**src/rtl/csi_tx_sched_if.sv**
```systemverilog
// Byte-wide valid/ready transmit channel from the CSI scheduler to the line transmitter.
interface csi_tx_sched_if;
    logic [7:0] tx_d;
    logic       tx_valid;
    logic       tx_sof;
    logic       tx_eof;
    logic       tx_ready;

    modport master (output tx_d, output tx_valid, output tx_sof, output tx_eof, input  tx_ready);
    modport slave  (input  tx_d, input  tx_valid, input  tx_sof, input  tx_eof, output tx_ready);
endinterface

```
**src/rtl/csi_tx_sched.sv**
```systemverilog
// CSI transmit scheduler: arbitrates BTC time-code frames and CCW buffer frames onto
// one byte channel as 10-byte frames (header, 8 payload bytes, XOR checksum).
module csi_tx_sched #(
    parameter logic [7:0]  CCW_HDR = 8'hC1,
    parameter logic [7:0]  BTC_HDR = 8'hB1,
    parameter int unsigned PEND_W  = 3
) (
    input  logic              clk,
    input  logic              rst,
    input  logic              csi_on,
    input  logic              csi_btc_en,
    input  logic              csi_tm_en,
    input  logic              tm,
    input  logic [63:0]       sys_time,
    input  logic              ccw_accepted,
    input  logic              ccw_buf_empty,
    input  logic [7:0]        ccw_d,
    output logic              ccw_rdreq,
    csi_tx_sched_if.master    tx,
    output logic              busy,
    output logic [PEND_W-1:0] ccw_pending,
    output logic              btc_miss,
    output logic              ccw_ovf,
    output logic              ccw_underrun
);
    typedef enum logic [2:0] {IDLE, HDR, BTC_DAT, CCW_RD, CCW_CAP, CCW_DAT, CHK} state_t;

    localparam logic [PEND_W-1:0] PEND_MAX = '1;

    state_t            state_q, state_d;
    logic              btc_req_q, btc_req_d;
    logic [63:0]       snap_q, snap_d;
    logic [63:0]       shift_q, shift_d;
    logic [PEND_W-1:0] pend_q, pend_d;
    logic [2:0]        cnt_q, cnt_d;
    logic [7:0]        byte_q, byte_d;
    logic [7:0]        chk_q, chk_d;
    logic              is_btc_q, is_btc_d;
    logic              und_q, und_d;
    logic              miss_q, miss_d;
    logic              ovf_q, ovf_d;
    logic              btc_fire, btc_start, ccw_start;
    logic [7:0]        hdr_byte;

    assign btc_fire    = tm & csi_tm_en & csi_btc_en & csi_on;
    assign hdr_byte    = is_btc_q ? BTC_HDR : CCW_HDR;
    assign busy        = (state_q != IDLE);
    assign ccw_pending = pend_q;
    assign btc_miss    = miss_q;
    assign ccw_ovf     = ovf_q;

    always_ff @(posedge clk or posedge rst) begin
        if (rst) begin
            state_q   <= IDLE;
            btc_req_q <= 1'b0;
            snap_q    <= '0;
            shift_q   <= '0;
            pend_q    <= '0;
            cnt_q     <= '0;
            byte_q    <= '0;
            chk_q     <= '0;
            is_btc_q  <= 1'b0;
            und_q     <= 1'b0;
            miss_q    <= 1'b0;
            ovf_q     <= 1'b0;
        end else begin
            state_q   <= state_d;
            btc_req_q <= btc_req_d;
            snap_q    <= snap_d;
            shift_q   <= shift_d;
            pend_q    <= pend_d;
            cnt_q     <= cnt_d;
            byte_q    <= byte_d;
            chk_q     <= chk_d;
            is_btc_q  <= is_btc_d;
            und_q     <= und_d;
            miss_q    <= miss_d;
            ovf_q     <= ovf_d;
        end
    end

    always_comb begin
        state_d      = state_q;
        btc_req_d    = btc_req_q;
        snap_d       = snap_q;
        shift_d      = shift_q;
        pend_d       = pend_q;
        cnt_d        = cnt_q;
        byte_d       = byte_q;
        chk_d        = chk_q;
        is_btc_d     = is_btc_q;
        und_d        = und_q;
        miss_d       = 1'b0;
        ovf_d        = 1'b0;
        btc_start    = 1'b0;
        ccw_start    = 1'b0;
        ccw_rdreq    = 1'b0;
        ccw_underrun = 1'b0;
        tx.tx_d      = '0;
        tx.tx_valid  = 1'b0;
        tx.tx_sof    = 1'b0;
        tx.tx_eof    = 1'b0;

        unique case (state_q)
            IDLE: begin
                if (csi_on) begin
                    if (btc_req_q) begin
                        btc_start = 1'b1;
                        is_btc_d  = 1'b1;
                        shift_d   = snap_q;
                        state_d   = HDR;
                    end else if (pend_q != '0) begin
                        ccw_start = 1'b1;
                        is_btc_d  = 1'b0;
                        state_d   = HDR;
                    end
                end
            end
            HDR: begin
                tx.tx_d     = hdr_byte;
                tx.tx_valid = 1'b1;
                tx.tx_sof   = 1'b1;
                cnt_d       = '0;
                if (tx.tx_ready) begin
                    chk_d   = hdr_byte;
                    state_d = is_btc_q ? BTC_DAT : CCW_RD;
                end
            end
            BTC_DAT: begin
                tx.tx_d     = shift_q[63:56];
                tx.tx_valid = 1'b1;
                if (tx.tx_ready) begin
                    chk_d   = chk_q ^ shift_q[63:56];
                    shift_d = {shift_q[55:0], 8'h00};
                    cnt_d   = cnt_q + 3'd1;
                    if (cnt_q == 3'd7) state_d = CHK;
                end
            end
            CCW_RD: begin
                // An empty buffer is never read; the byte slot is filled with 0x00 instead.
                ccw_rdreq    = ~ccw_buf_empty;
                ccw_underrun = ccw_buf_empty;
                und_d        = ccw_buf_empty;
                state_d      = CCW_CAP;
            end
            CCW_CAP: begin
                byte_d  = und_q ? 8'h00 : ccw_d;
                state_d = CCW_DAT;
            end
            CCW_DAT: begin
                tx.tx_d     = byte_q;
                tx.tx_valid = 1'b1;
                if (tx.tx_ready) begin
                    chk_d   = chk_q ^ byte_q;
                    cnt_d   = cnt_q + 3'd1;
                    state_d = (cnt_q == 3'd7) ? CHK : CCW_RD;
                end
            end
            CHK: begin
                tx.tx_d     = chk_q;
                tx.tx_valid = 1'b1;
                tx.tx_eof   = 1'b1;
                if (tx.tx_ready) state_d = IDLE;
            end
            default: state_d = IDLE;
        endcase

        if (btc_start || !csi_on) btc_req_d = 1'b0;
        if (btc_fire) begin
            btc_req_d = 1'b1;
            snap_d    = sys_time;
            // A request consumed by a frame start this very cycle is not a miss.
            miss_d    = btc_req_q & ~btc_start;
        end

        if (ccw_accepted && !ccw_start) begin
            if (pend_q == PEND_MAX) ovf_d = 1'b1;
            else                    pend_d = pend_q + PEND_W'(1);
        end else if (!ccw_accepted && ccw_start) begin
            pend_d = pend_q - PEND_W'(1);
        end
    end
endmodule

```
**src/flat_wrapper.sv**
```systemverilog
// flat-port wrapper written by rule: the top's interface ports become plain ports
module csi_tx_sched_flat 
#(
    parameter logic [7:0]  CCW_HDR = 8'hC1,
    parameter logic [7:0]  BTC_HDR = 8'hB1,
    parameter int unsigned PEND_W  = 3
)
  (clk, rst, csi_on, csi_btc_en, csi_tm_en, tm, sys_time, ccw_accepted, ccw_buf_empty, ccw_d, ccw_rdreq, busy, ccw_pending, btc_miss, ccw_ovf, ccw_underrun, tx_tx_d, tx_tx_valid, tx_tx_sof, tx_tx_eof, tx_tx_ready);
  csi_tx_sched_if tx_i ();
  input  logic clk;
  input  logic rst;
  input  logic csi_on;
  input  logic csi_btc_en;
  input  logic csi_tm_en;
  input  logic tm;
  input  logic [63:0] sys_time;
  input  logic ccw_accepted;
  input  logic ccw_buf_empty;
  input  logic [7:0] ccw_d;
  output logic ccw_rdreq;
  output logic busy;
  output logic [PEND_W-1:0] ccw_pending;
  output logic btc_miss;
  output logic ccw_ovf;
  output logic ccw_underrun;
  output wire logic [$bits(tx_i.tx_d)-1:0] tx_tx_d;
  output wire logic [$bits(tx_i.tx_valid)-1:0] tx_tx_valid;
  output wire logic [$bits(tx_i.tx_sof)-1:0] tx_tx_sof;
  output wire logic [$bits(tx_i.tx_eof)-1:0] tx_tx_eof;
  input wire logic [$bits(tx_i.tx_ready)-1:0] tx_tx_ready;
  assign tx_tx_d = tx_i.tx_d;
  assign tx_tx_valid = tx_i.tx_valid;
  assign tx_tx_sof = tx_i.tx_sof;
  assign tx_tx_eof = tx_i.tx_eof;
  assign tx_i.tx_ready = tx_tx_ready;
  csi_tx_sched #(.CCW_HDR(CCW_HDR), .BTC_HDR(BTC_HDR), .PEND_W(PEND_W)) u_core (.clk(clk), .rst(rst), .csi_on(csi_on), .csi_btc_en(csi_btc_en), .csi_tm_en(csi_tm_en), .tm(tm), .sys_time(sys_time), .ccw_accepted(ccw_accepted), .ccw_buf_empty(ccw_buf_empty), .ccw_d(ccw_d), .ccw_rdreq(ccw_rdreq), .tx(tx_i), .busy(busy), .ccw_pending(ccw_pending), .btc_miss(btc_miss), .ccw_ovf(ccw_ovf), .ccw_underrun(ccw_underrun));
endmodule
```
**config.mk**
```make
export PLATFORM = sky130hd
export DESIGN_NAME = csi_tx_sched_flat
export DESIGN_NICKNAME = d
export VERILOG_FILES = /design/src/rtl/csi_tx_sched_if.sv /design/src/rtl/csi_tx_sched.sv /design/src/flat_wrapper.sv
export SDC_FILE = /design/constraint.sdc
export NUM_CORES = 1
export LEC_CHECK = 0
export ABC_AREA = 1
export CORE_ASPECT_RATIO = 0.75
export CORE_MARGIN = 4
export CORE_UTILIZATION = 40
export CTS_CLUSTER_DIAMETER = 30
export CTS_CLUSTER_SIZE = 40
export DETAILED_ROUTE_END_ITERATION = 16
export GPL_TIMING_DRIVEN = 0
export SYNTH_ARGS = -nofsm -noshare
export SYNTH_HDL_FRONTEND = slang
export SYNTH_SLANG_ARGS = --single-unit
```
**constraint.sdc**
```tcl
create_clock -name clk -period 9 [get_ports clk]
set_clock_uncertainty 0.1 [all_clocks]
set_input_delay 1.8 -clock clk [delete_from_list [all_inputs] [get_ports clk]]
set_output_delay 1.8 -clock clk [all_outputs]
set_load 0.03 [all_outputs]
```
# == Yosys cells after proc, flatten, opt, wreduce, memory -nomap -nowiden ==
# Index checks and enable logic that the tools add are counted.
# W data, S select, Z words.
# word_totals
rom_bits,0
regBits,158
output_inout_bits,19
in_bits,81
n_memories,0
latch_bits,0
mem_bits_rw,0
# op_classes
n_lt_le_gt_ge,0
div_mod_pow,0
n_eq_ne,18
n_shift,0
mul,0
muxes,46
bitwise_logic,8
n_addsub,3
reduce_logical,23
# op_table
operator,count
$mux W64,3
$pmux W64 S2,1
$mux W3,13
$mux W8,4
$pmux W8 S4,1
$pmux W8 S3,1
$pmux W3 S7,1
$mux W1,20
$xor A8 B8 Y8,2
$eq A3 B3 Y1 const B,5
$ne A2 B2 Y1 const B,6
$reduce_bool A2 Y1,5
$reduce_bool A3 Y1,3
$reduce_and A4 Y1,2
$mux W7,1
$reduce_and A7 Y1,1
$add A3 B1 Y3 const B,2
$eq A3 B2 Y1 const B,2
$ne A2 B1 Y1 const B,3
$pmux W3 S2,1
$and A1 B1 Y1,4
$reduce_and A2 Y1,2
$reduce_or A4 Y1,1
$eq A3 B1 Y1 const B,1
9 further kinds,13

# == Logic depth before layout (Yosys ltp) ==
# depth
ltp_word,9
depth_mapped,10
mapped_depth_nobuf,10

# == Worst setup path before layout ==
# OpenSTA, ideal clock, no wires.
# synth_path
kind,input to output
from,input port ccw_buf_empty
to,output port ccw_rdreq
setup_slack_ns,4.857
t_arrival_ns,2.243
n_path_buf,0
path_stages,1
cell_sequence,nor2_1
# synth_via
elab_chain_cells,2
# synth_lines
element,line,rtl
"start, declared",flat_wrapper.sv:18,input logic ccw_buf_empty;
$not A1 Y1,csi_tx_sched.sv:141,ccw_rdreq = ~ccw_buf_empty;
$mux W1,csi_tx_sched.sv:104,unique case (state_q)
"end, declared",flat_wrapper.sv:20,output logic ccw_rdreq;
# No other way between the ends.

# == Worst setup path in the final report ==
# layout_path
from,input port ccw_buf_empty
to,output port ccw_underrun
# layout_via
elab_chain_cells,1
# layout_lines
element,line,rtl
$mux W1,csi_tx_sched.sv:104,
"end, declared",flat_wrapper.sv:25,output logic ccw_underrun;
# No other way between the ends.

==> impl_metrics.toml <==
[worst_setup_path]
crit_chain = "clkdlybuf4s50_1, inv_1, nor2_1, clkdlybuf4s50_1"
required_ps = 7100
critPathBufInv = 3
crit_arrival_ps = 3090
crit_path_end_kind = "output port"
crit_path_max_fanout = 2
max_stage_delay_ps = 670
critPathLaunch = "ccw_buf_empty"
critPathLaunchType = "input port"
r2r_start = "u_core.state_q[0]"
cp_top_family = "buffers and inverters"
cpMostUsedCell = "clkdlybuf4s50_1"
crit_type = "in2out"
critPathSlowestCell = "clkdlybuf4s50_1"

[sta]
hold_viol_final = 0
fin_crit_sh = 0.554
setup_viol = 0
fmax_mhz = 201
slew-limit-headroom = 0.533
layout_min_cycle_time_ps = 4990
finalWorstSetupSlack_ps = 4010
rsz0062_at_grt = "no"
fin_setup_tns_ps = 0
drv_slew = 0
worst_slew_pin_slew_ps = 700

[power_and_ir_drop]
p_leak_nw = 4.35
power.density_nw_per_um2 = 310
ir_worst_vdd_mv = 0.116
power_mw = 2.81

[cts]
root_buffer = "clkbuf_16"
clkTransAtPathRegs_ps = 60
cts_buffer_depth = 2
cts_resized = 0
cts_tree = "built"
cts_htree_levels = 4
clock_latency_ps = 420
cts_made_buffers = 17
ctsHoldBuffers = 0
cts_sinks = 158
post_cts_buffers = 0

[finish]
fill_cells = 1737
syn_to_final_growth_pct = 27.1
diodes = 0
layout_commonest_cell = "nand2_1"
final_area_um2 = 9060
drive_above_1_share = 0.0618
nets = 1093
final_cell_mix = "nand2_1 (355), dfrtp_1 (158), clkdlybuf4s50_1 (99)"

[placed_design]
placed_area_um2 = 8450
io_buffers = 99
place.gp.congestion = 0.857
hpwlAfterDp_mm = 12.7
dp_slack_ps = 4010

[yosys]
avgSynthCellArea_um2 = 8.01
syn-num-nets = 974
ys.warnings.count = 0
synth_cell_types = 37
ys_async_sr_fraction = 1.00
netlist_area_um2 = 7130
synth_enable_flop_cells = 0
ys_ff_latch = 158
ys.flop_type = "dfrtp_1"
yosysTopAreaCell = "dfrtp_1"
ys_top_cells_by_area = "dfrtp_1 (55%), nand2_1 (19%), o21ai_1 (6.0%)"
ys_seq_area_frac = 0.555
syn_inst = 890
synth_top_area_frac = 0.555

[drt]
wl_per_cell_um = 14.0
dr_total_vias = 5910
drc = 0
firstDrtPassIters = 5
wl_mm = 17.5
drt_iter0_drc = 418
via_per_inst = 4.71
postRouteAntennaNets = 0

[die]
core_area_um2 = 17100
die_x_um = 162
pin_count = 100
start_util = 0.416
die_h_um = 124
rows = 41
die-area_um2 = 20000

[global_routing]
grt_start_max_net_pins = 83
overflow = 0
grt_use_total = 0.183
grt_pass1_vias = 5708
antenna_found_initial = 0
grt_first_pass_wirelength_mm = 28.9

[worst_hold_path]
hp-class = "reg2reg"
hold_start = "u_core.snap_q[61]"

[flow_run]
max-cap-violations = 0

[status]
status = "complete, no violations"
==> path summary, 6_finish.rpt <==
check                                         to  slack (ps)  depth (start not counted)
max                                 ccw_underrun        4010                          4
min                            u_core.snap_q[61]         380                          2
max reg2reg                u_core.ccw_pending[1]        6960                          8
min reg2reg                    u_core.snap_q[61]         380                          2
max in group asynchronous      u_core.snap_q[44]        6300                          3
min in group asynchronous      u_core.snap_q[37]        1730                          2
==> cell usage after synthesis (2+ instances only) <==
library cell / instances
a21oi_1: 6
a32o_1: 2
buf_1: 7
buf_2: 16
buf_4: 2
clkbuf_1: 17
dfrtp_1: 158
ha_1: 2
inv_1: 93
inv_2: 6
nand2_1: 355
nand3_1: 31
nand3b_1: 2
nand4_1: 2
nor2_1: 16
nor2_2: 3
nor3_1: 2
o2111ai_1: 3
o21ai_0: 60
o21ai_1: 86
o221ai_1: 3
xor2_1: 3
==> layer usage <==
metal / track usage / part of all wire / up-vias
met2: 0.261 / 0.41 / 122
met3: 0.0364 / 0.045 / 12
met1: 0.283 / 0.53 / 2740
met4: 0.0523 / 0.0084 / 0
met5: 0 / 0 / -
li1: - / - / 3036
==> cell families after synthesis <==
logic type,Yosys count,synth area share
AOI/OAI and AO/OA,167,0.124
xor gates and xnor gates,4,0.00492
adders and majority gates,3,0.00632
buffers and inverters,143,0.0802
DFF,158,0.555
and+or+nand+nor,415,0.230
==> tightest hold or removal path, cell delays in order (launching register included) <==
cell and delay, ps:
dfrtp_1 340, nand2_1 50, nand2_1 50
==> power by group <==
| part | switching [mW] | total [mW] | internal (mW) | leakage [nW] |
|---|---|---|---|---|
| clock network | 0.285 | 0.753 | 0.467 | 0.295 |
| registers | 0.108 | 1.03 | 0.918 | 2.03 |
| logic | 0.671 | 1.03 | 0.362 | 2.03 |
==> per-stage QoR <==
step	hold slack [ps]	utilization	cells
3_3_place_gp	366	0.491	1225
2_1_floorplan	349	-	890
5_1_grt	392	0.529	1256
3_5_place_dp	366	0.493	1226
6_report	375	0.529	1256
4_1_cts	382	0.529	1256
==> sequential cells by signal, indices dropped and copies added (netlist names) <==
| name | flops |
|---|---|
| u_core.ccw_ovf | 1 |
| u_core.btc_req_q | 1 |
| u_core.cnt_q | 3 |
| u_core.snap_q | 64 |
| u_core.ccw_pending | 3 |
| u_core.chk_q | 8 |
| u_core.is_btc_q | 1 |
| u_core.state_q | 3 |
| u_core.und_q | 1 |
| u_core.byte_q | 8 |
| u_core.btc_miss | 1 |
| u_core.shift_q | 64 |
==> layout make-up <==
cell class              count  area (um^2)  share of cell area
plain buffers              43          196              0.0217
well taps                 236          295              0.0326
clock inverters            11          168              0.0185
inverters                 100          383              0.0423
multi-input cells         589         2600               0.287
flip-flops and latches    158         3950               0.436
repair buffers            100         1020               0.112
clock buffers              19          443              0.0489
Power figures use the tool's default switching activity.
